**src/rtl/exe_muldiv_unit.sv**
```systemverilog
// HI/LO multiply/divide unit for the EXE stage: single-cycle MULT/MULTU and
// 32-cycle restoring DIV/DIVU, with MTHI/MTLO writes and pipeline stall.
module exe_muldiv_unit (
  input  logic        clk,
  input  logic        rst_n,
  input  logic        start,
  input  logic [1:0]  op,
  input  logic [31:0] a,
  input  logic [31:0] b,
  input  logic        hi_we,
  input  logic        lo_we,
  input  logic [31:0] wdata,
  output logic [31:0] hi,
  output logic [31:0] lo,
  output logic        busy,
  output logic        done,
  output logic        stall
);

  typedef enum logic [1:0] {IDLE, MUL, DIV, FIN} state_t;

  state_t      state;
  state_t      state_n;
  logic [1:0]  op_q;
  logic [31:0] a_q;
  logic [31:0] b_q;
  logic [5:0]  cnt;
  logic [31:0] rem;
  logic [31:0] quo;

  logic        op_signed;
  logic        last_step;
  logic [31:0] a_abs_in;
  logic [31:0] b_abs;
  logic [63:0] mul_a;
  logic [63:0] mul_b;
  logic [63:0] product;
  logic [32:0] shifted;
  logic [32:0] diff;
  logic        qbit;
  logic [31:0] rem_nx;
  logic [31:0] quo_nx;
  logic [31:0] div_hi;
  logic [31:0] div_lo;

  assign stall     = (start && (state == IDLE)) || busy;
  assign op_signed = ~op_q[0];
  assign last_step = (cnt == 6'd31);

  // Dividend magnitude is captured at accept; it is shifted out of quo MSB-first.
  assign a_abs_in = (!op[0] && a[31]) ? -a : a;
  assign b_abs    = (op_signed && b_q[31]) ? -b_q : b_q;

  assign mul_a   = {{32{op_signed & a_q[31]}}, a_q};
  assign mul_b   = {{32{op_signed & b_q[31]}}, b_q};
  assign product = mul_a * mul_b;

  assign shifted = {rem, quo[31]};
  assign diff    = shifted - {1'b0, b_abs};
  assign qbit    = ~diff[32];
  assign rem_nx  = qbit ? diff[31:0] : shifted[31:0];
  assign quo_nx  = {quo[30:0], qbit};

  // Divide by zero forces an all-ones quotient regardless of sign fixup.
  assign div_lo = (b_q == 32'd0) ? 32'hFFFF_FFFF :
                  ((op_signed && (a_q[31] ^ b_q[31])) ? -quo_nx : quo_nx);
  assign div_hi = (op_signed && a_q[31]) ? -rem_nx : rem_nx;

  always_comb begin
    state_n = state;
    case (state)
      IDLE: if (start) state_n = op[1] ? DIV : MUL;
      MUL:  state_n = FIN;
      DIV:  if (last_step) state_n = FIN;
      FIN:  state_n = IDLE;
      default: state_n = IDLE;
    endcase
  end

  always_ff @(posedge clk) begin
    if (!rst_n) begin
      state <= IDLE;
      busy  <= 1'b0;
      done  <= 1'b0;
    end else begin
      state <= state_n;
      busy  <= (state_n == MUL) || (state_n == DIV);
      done  <= (state_n == FIN);
    end
  end

  always_ff @(posedge clk) begin
    if (!rst_n) begin
      op_q <= 2'd0;
      a_q  <= 32'd0;
      b_q  <= 32'd0;
      cnt  <= 6'd0;
      rem  <= 32'd0;
      quo  <= 32'd0;
      hi   <= 32'd0;
      lo   <= 32'd0;
    end else begin
      case (state)
        IDLE: begin
          if (start) begin
            op_q <= op;
            a_q  <= a;
            b_q  <= b;
            cnt  <= 6'd0;
            rem  <= 32'd0;
            quo  <= a_abs_in;
          end else begin
            if (hi_we) hi <= wdata;
            if (lo_we) lo <= wdata;
          end
        end
        MUL: begin
          hi <= product[63:32];
          lo <= product[31:0];
        end
        DIV: begin
          rem <= rem_nx;
          quo <= quo_nx;
          cnt <= last_step ? 6'd0 : cnt + 6'd1;
          if (last_step) begin
            hi <= div_hi;
            lo <= div_lo;
          end
        end
        FIN: begin
          if (hi_we) hi <= wdata;
          if (lo_we) lo <= wdata;
        end
        default: ;
      endcase
    end
  end

endmodule

```
**config.mk**
```make
export PLATFORM = sky130hd
export DESIGN_NAME = exe_muldiv_unit
export DESIGN_NICKNAME = d
export VERILOG_FILES = /design/src/rtl/exe_muldiv_unit.sv
export SDC_FILE = /design/constraint.sdc
export NUM_CORES = 2
export LEC_CHECK = 0
export ABC_AREA = 1
export CAP_MARGIN = 30
export CORE_MARGIN = 4
export CORE_UTILIZATION = 56
export CTS_CLUSTER_DIAMETER = 120
export CTS_CLUSTER_SIZE = 20
export DETAILED_ROUTE_END_ITERATION = 10
export PLACE_DENSITY = 0.76
export SLEW_MARGIN = 30
export SYNTH_ARGS = -nofsm -noshare
export SYNTH_HDL_FRONTEND = slang
export SYNTH_SLANG_ARGS = --single-unit
```
**constraint.sdc**
```tcl
create_clock -name clk -period 9.1 [get_ports clk]
set_clock_uncertainty 0.15 [all_clocks]
set_input_delay 0.91 -clock clk [delete_from_list [all_inputs] [get_ports clk]]
set_output_delay 0.91 -clock clk [all_outputs]
set_load 0.02 [all_outputs]
```
---- Word level (Yosys, flattened, before mapping) ----
Index checks and enable logic that the tools add are counted.
word-level totals
  output and inout port bits .............. 67
  word-level logic and storage cells ...... 72
  flip-flop bits (word level) ............. 203
operators by class
  bitwise operators ....................... 5
  multiply operators ...................... 1
  add/subtract/negate cells ............... 6
  eq/ne operators ......................... 10
  mux-type cells .......................... 25
  reduce and logical (&&, ||, !) cells .... 14
operator list
  operator                                                         number
  32-bit two-way mux                                               14
  32-bit one-hot mux with 4 select lines                           2
  32-bit negator                                                   4
  32-bit one-hot mux with 2 select lines                           2
  33-bit by 33-bit multiplier with 64-bit output                   1
  33-bit by 32-bit subtractor with 33-bit output                   1
  32-bit logical NOT                                               1
  6-bit two-way mux                                                2
  6-bit one-hot mux with 2 select lines                            1
  2-bit == test, second input constant                             4
  2-bit one-hot mux with 4 select lines                            1
  6-bit by 1-bit adder with 6-bit output, second input constant    1
  6-bit by 5-bit == test with 1-bit output, second input constant  1
  2-bit two-way mux                                                3
  2-bit != test, second input constant                             3
  2-bit AND reduction                                              3
  1-bit logical AND                                                5
  2-bit by 1-bit == test with 1-bit output, second input constant  2
  1-bit bitwise AND                                                2
  2-bit logical NOT                                                1
  1-bit logical OR                                                 2
  1-bit NOT                                                        2
  2-bit nonzero test                                               1
  1-bit logical NOT                                                1
  1-bit bitwise XOR                                                1

---- Depth between registers and ports, before layout ----
  word-level depth ........................ 10
  depth in mapped cells ................... 42
  mapped depth without buffers ............ 40

---- Worst setup path after synthesis ----
OpenSTA, ideal clock, no wires.
  path type ............................... reg-to-reg
  start ................................... reg op_q[0]
  end ..................................... reg hi[31]
  cell stages (with the launch flop) ...... 29
  path slack .............................. 1.358 ns
  period minus slack after synthesis ...... 7.742 ns
  arrival time ............................ 7.473 ns
  path through ............................ dfxtp_1 -> buf_1 -> buf_1 -> nor2_1 -> fa_1 -> inv_1 -> fa_1 -> inv_1 -> fa_1 -> inv_1 -> fa_1 -> fa_1 -> fa_1 -> fa_1 -> fa_1 -> inv_1 -> ha_1 -> nand2_1 -> nor2_1 -> inv_1 -> nor2_1 -> inv_1 -> nor4_1 -> a21oi_1 -> or2_2 -> nand3_1 -> nand2_1 -> nand2_1 -> a21oi_1
between the ends
  longest elaborated chain between the ends .. 9
  elaborated cells between the ends (all ways) .. 13
  those cells by class .................... add/sub: 2; mul: 1; mux: 5; bitwise: 3; reduce/logical: 2
RTL lines
  item                                            line  text
  start, declared                                 24    logic [1:0] op_q;
  start signal, assigned                          106   op_q <= op;
  1-bit NOT *                                     47    assign op_signed = ~op_q[0];
  1-bit logical AND                               52    assign b_abs = (op_signed && b_q[31]) ? -b_q : b_q;
  32-bit two-way mux                              52
  33-bit by 32-bit subtractor with 33-bit output  59    assign diff = shifted - {1'b0, b_abs};
  32-bit two-way mux                              61    assign rem_nx = qbit ? diff[31:0] : shifted[31:0];
  32-bit negator                                  67    assign div_hi = (op_signed && a_q[31]) ? -rem_nx : rem_nx;
  32-bit two-way mux                              67
  32-bit two-way mux                              125   if (last_step) begin
  32-bit one-hot mux with 4 select lines *        103   case (state)
  end signal, assigned                            113   if (hi_we) hi <= wdata;
  end signal, assigned                            126   hi <= div_hi;
  end signal, assigned                            131   if (hi_we) hi <= wdata;
  end, declared                                   13    output logic [31:0] hi,
Mark *: on every way between the ends. The rest lies on a longest branch, timed or not. The select of a mux whose other input is x is not followed.
A chain may end at the register's enable or synchronous reset.

---- Worst setup path in the final report ----
  start ................................... reg a_q[7]
  end ..................................... reg hi[7]
between the ends
  longest elaborated chain between the ends .. 2
RTL lines
  item                                            line  text
  start, declared                                 25    logic [31:0] a_q;
  start signal, assigned                          95    a_q <= 32'd0;
  start signal, assigned                          107   a_q <= a;
  33-bit by 33-bit multiplier with 64-bit output  56    assign product = mul_a * mul_b;
  32-bit one-hot mux with 4 select lines          103
  end signal, assigned                            113
  end signal, assigned                            118   hi <= product[63:32];
  end signal, assigned                            126
No other way between the ends.

==> impl_results.md <==
- Worst skew pair latency: 570 ps
- CTS hold repair buffers: 0
- Die Width: 320 um
- Fmax: 114 MHz
- Arrival @ worst endpoint: 9110 ps
- Worst min-delay path startpoint: quo[5]
- Simple-gate share of the synthesized area: 0.195
- Cell variety after synth: 61
- Seq. cell area: 0.00409 mm^2
- Wire per inst: 20.1 um
- Synth Area in Compound Gates: 0.0825
- Leakage: 0.0312 uW
- Sink Count: 203
- EDFF count, synth: 0
- Crit Path Category: register to register
- Vias in the first global route: 48600
- Mapped cell area: 0.0545 mm^2
- Worst slack, placed: 191 ps
- Multiplexer area fraction after synthesis: 0
- CTS tree: yes
- RR Endpoint: hi[7]
- Pre-antenna DRT Iters: 6
- Worst VDD drop: 0.554 mV
- Ys async rst share: 0
- CP Capture Type: register
- HP Class: register to register
- First-pass GRT wire length: 273000 um
- Combinational family with the most area after synthesis: adder cells
- Dpl hpwl: 144000 um
- H-tree levels: 1
- Crit path from: a_q[7]
- GRT Util Overall: 0.340
- Remaining antenna violation count: 0
- Cells on worst reg2reg path: 29
- Largest net degree at the start of global routing: 79
- Reg2reg start: a_q[7]
- Critical Path End: hi[7]
- Post-Synth Adder-Cell Area: 0.472
- Total negative slack: 0 ps
- Core Area: 0.0966 mm^2
- CTS Buf Count: 16
- DRT iter0 DRCs: 4749
- Xor and xnor area share after synthesis: 0.0145
- Unrepaired setup endpoints after global routing: no
- # setup viols final: 0
- Mapped Nets: 8825
- Die Footprint: 0.102 mm^2
- Nets: 8781
- Clk buf depth: 3
- Rel. slew slack: 0.357
- Minimum clock period: 8800 ps
- Port-buffer cells: 169
- Synth warn: 0
- Pwr/cell area: 337 mW/mm^2
- Top cells by area, synth: fa_1 (41%), nand2_1 (13%), inv_1 (13%), dfxtp_1 (7.5%), ha_1 (5.8%)
- Seq/Total Area, Yosys: 0.0746
- Register bit count reported by yosys: 203
- Total number of vias: 47800
- Crit path depth: 29
- Max cap viols: 0
- DR vias/cell: 5.57
- Final Wtd Congestion: 1.02
- Layout filler cell count: 8777
- Drt total wl: 173000 um
- Initial core utilization: 0.564
- DRC viols: 0
- Status: completed
- Synth area leader: fa_1
- Avg Cell Area, Syn: 7.42 um^2
- Final hold violations: 0
- FF-to-FF setup slack: 300 ps
- Total grt overflow: 0
- Mapped Cells: 7342
- Area of the multi-input gates: 0.0417 mm^2
- Num ports: 170
- Max-slew violations: 0
- CP most frequent cell: fa_1
- Area grow syn2layout: 6.10%
- Top delay family on crit path: adder cells
- Initial antenna violation count: 10
- Worst path max stage delay: 950 ps
- CP Data Required Time: 9410 ps
- Main synth FF type: dfxtp_1
- Synth top area share: 0.414
- Share of layout cells above drive strength 1: 0.0457
- Row cnt: 114
- Post-route setup slack: 300 ps
- Root Driver: clkbuf_16
- Critical path launch point type: register
- Fin Hold WS: 332 ps
- Period utilisation layout: 0.967
- Slowest CP cell: dfxtp_1
- CTS clk-pin slew, worst paths: 90 ps
- Worst-path maximum fanout: 21
- Actual slew at the worst max-slew pin: 963 ps
- CP Buf/Inv Count: 7
- Die height: 320 um
[kinds of logic (layout without fill, tap and decap cells)]
group           count (synthesis)  count (layout)
other cells                     0               8
compound gates                817             817
flops                         203             203
fa+ha+maj                    1380            1380
simple gates                 2620            2620
buf+inv                      2232            2194
xor+xnor                       90              90
[worst min path at each step]
stage | end | slack, ps | depth (start not counted)
after global routing | quo[5] | 350 | 2
final | quo[5] | 330 | 2
after global placement | quo[5] | 310 | 2
after CTS | quo[5] | 330 | 2
after detailed placement | quo[5] | 320 | 2
after floorplan | quo[5] | 300 | 2
[worst register-to-register path, delay by kind of cell (launching register included)]
| family | cells | cell delay, ps |
|---|---|---|
| and+or+nand+nor | 8 | 1350 |
| adders and majority gates | 9 | 4320 |
| DFF | 1 | 950 |
| AOI/OAI and AO/OA | 5 | 1280 |
| buffers and inverters | 7 | 700 |
[synth_stat cells (all sizes together) (2+ instances only)]
cell,instances
nand3b,15
or2,19
clkbuf,328
inv,1848
dfxtp,203
clkinv,3
a21oi,348
o21a,10
nor4,15
o221a,2
o2111ai,5
nor3,44
o211ai,15
buf,52
o22ai,8
nor2,450
nand2,1904
xnor2,39
o21bai,14
a31oi,31
a21boi,5
and3,3
ha,254
a21o,15
o221ai,12
xor2,51
a221oi,3
nand4,26
a211oi,3
fa,1126
o311ai,2
o21ai,327
nand3,142
o31ai,14
[registers in the layout (all words and copies together), names as in the netlist]
| name | flops |
|---|---|
| lo | 32 |
| rem | 32 |
| op_q | 1 |
| done | 1 |
| hi | 32 |
| b_q | 32 |
| cnt | 6 |
| quo | 32 |
| state | 2 |
| busy | 1 |
| a_q | 32 |
[routing by layer]
metal	global-route usage	routed length, um	up-vias	part of all wire
met1	0.438	64700	23600	0.37
met5	0	23	-	0.00013
met4	0.157	10200	4	0.059
met2	0.571	83000	2428	0.48
met3	0.0489	14900	520	0.086
li1	-	-	21300	-
[power breakdown]
group	switching, uW	total [uW]	internal [uW]
sequential	264	1310	1040
combinational	11300	17300	6020
clock	450	815	365
total	12000	19500	7430
[through the flow]
stage	utilization	power, uW	cell area (um^2)	instances
global route	0.598	21300	57800	8586
floorplan	-	12700	54500	7342
detailed placement	0.592	18200	57200	8556
global placement	0.592	18100	57200	8556
finish	0.598	19500	57800	8588
CTS	0.598	19200	57700	8580
[repair_timing]
| item | 4_1_cts | 5_1_grt |
|---|---|---|
| buffers inserted | 0 | 0 |
| gates resized for setup | 0 | 8 |
| endpoints found under the setup margin | 0 | 7 |
| endpoints found under the hold margin | 0 | 0 |
[cell type report]
cell class | count | area share
Multi-Input combinational cell | 4907 | 0.721
Clock inverter | 8 | 0.00214
Inverter | 1851 | 0.120
Sequential cell | 203 | 0.0707
Clock buffer | 16 | 0.00693
Tap cell | 1276 | 0.0276
Antenna cell | 8 | 0.000346
Timing Repair Buffer | 319 | 0.0509
[cells in the final DEF (no fill, tap or decap), types with 16 or more instances in the layout]
master,n
nand2_1,1849
inv_1,1833
fa_1,1125
nor2_1,429
a21oi_1,338
o21ai_0,309
ha_1,252
dfxtp_1,187
clkdlybuf4s50_1,168
buf_4,141
nand3_1,136
xor2_1,51
nand2_2,46
nor3_1,41
xnor2_1,39
a31oi_1,31
nand4_1,26
or2_2,19
inv_2,16
nor2_2,16
clkbuf_16,16
Power figures use the tool's default switching activity.
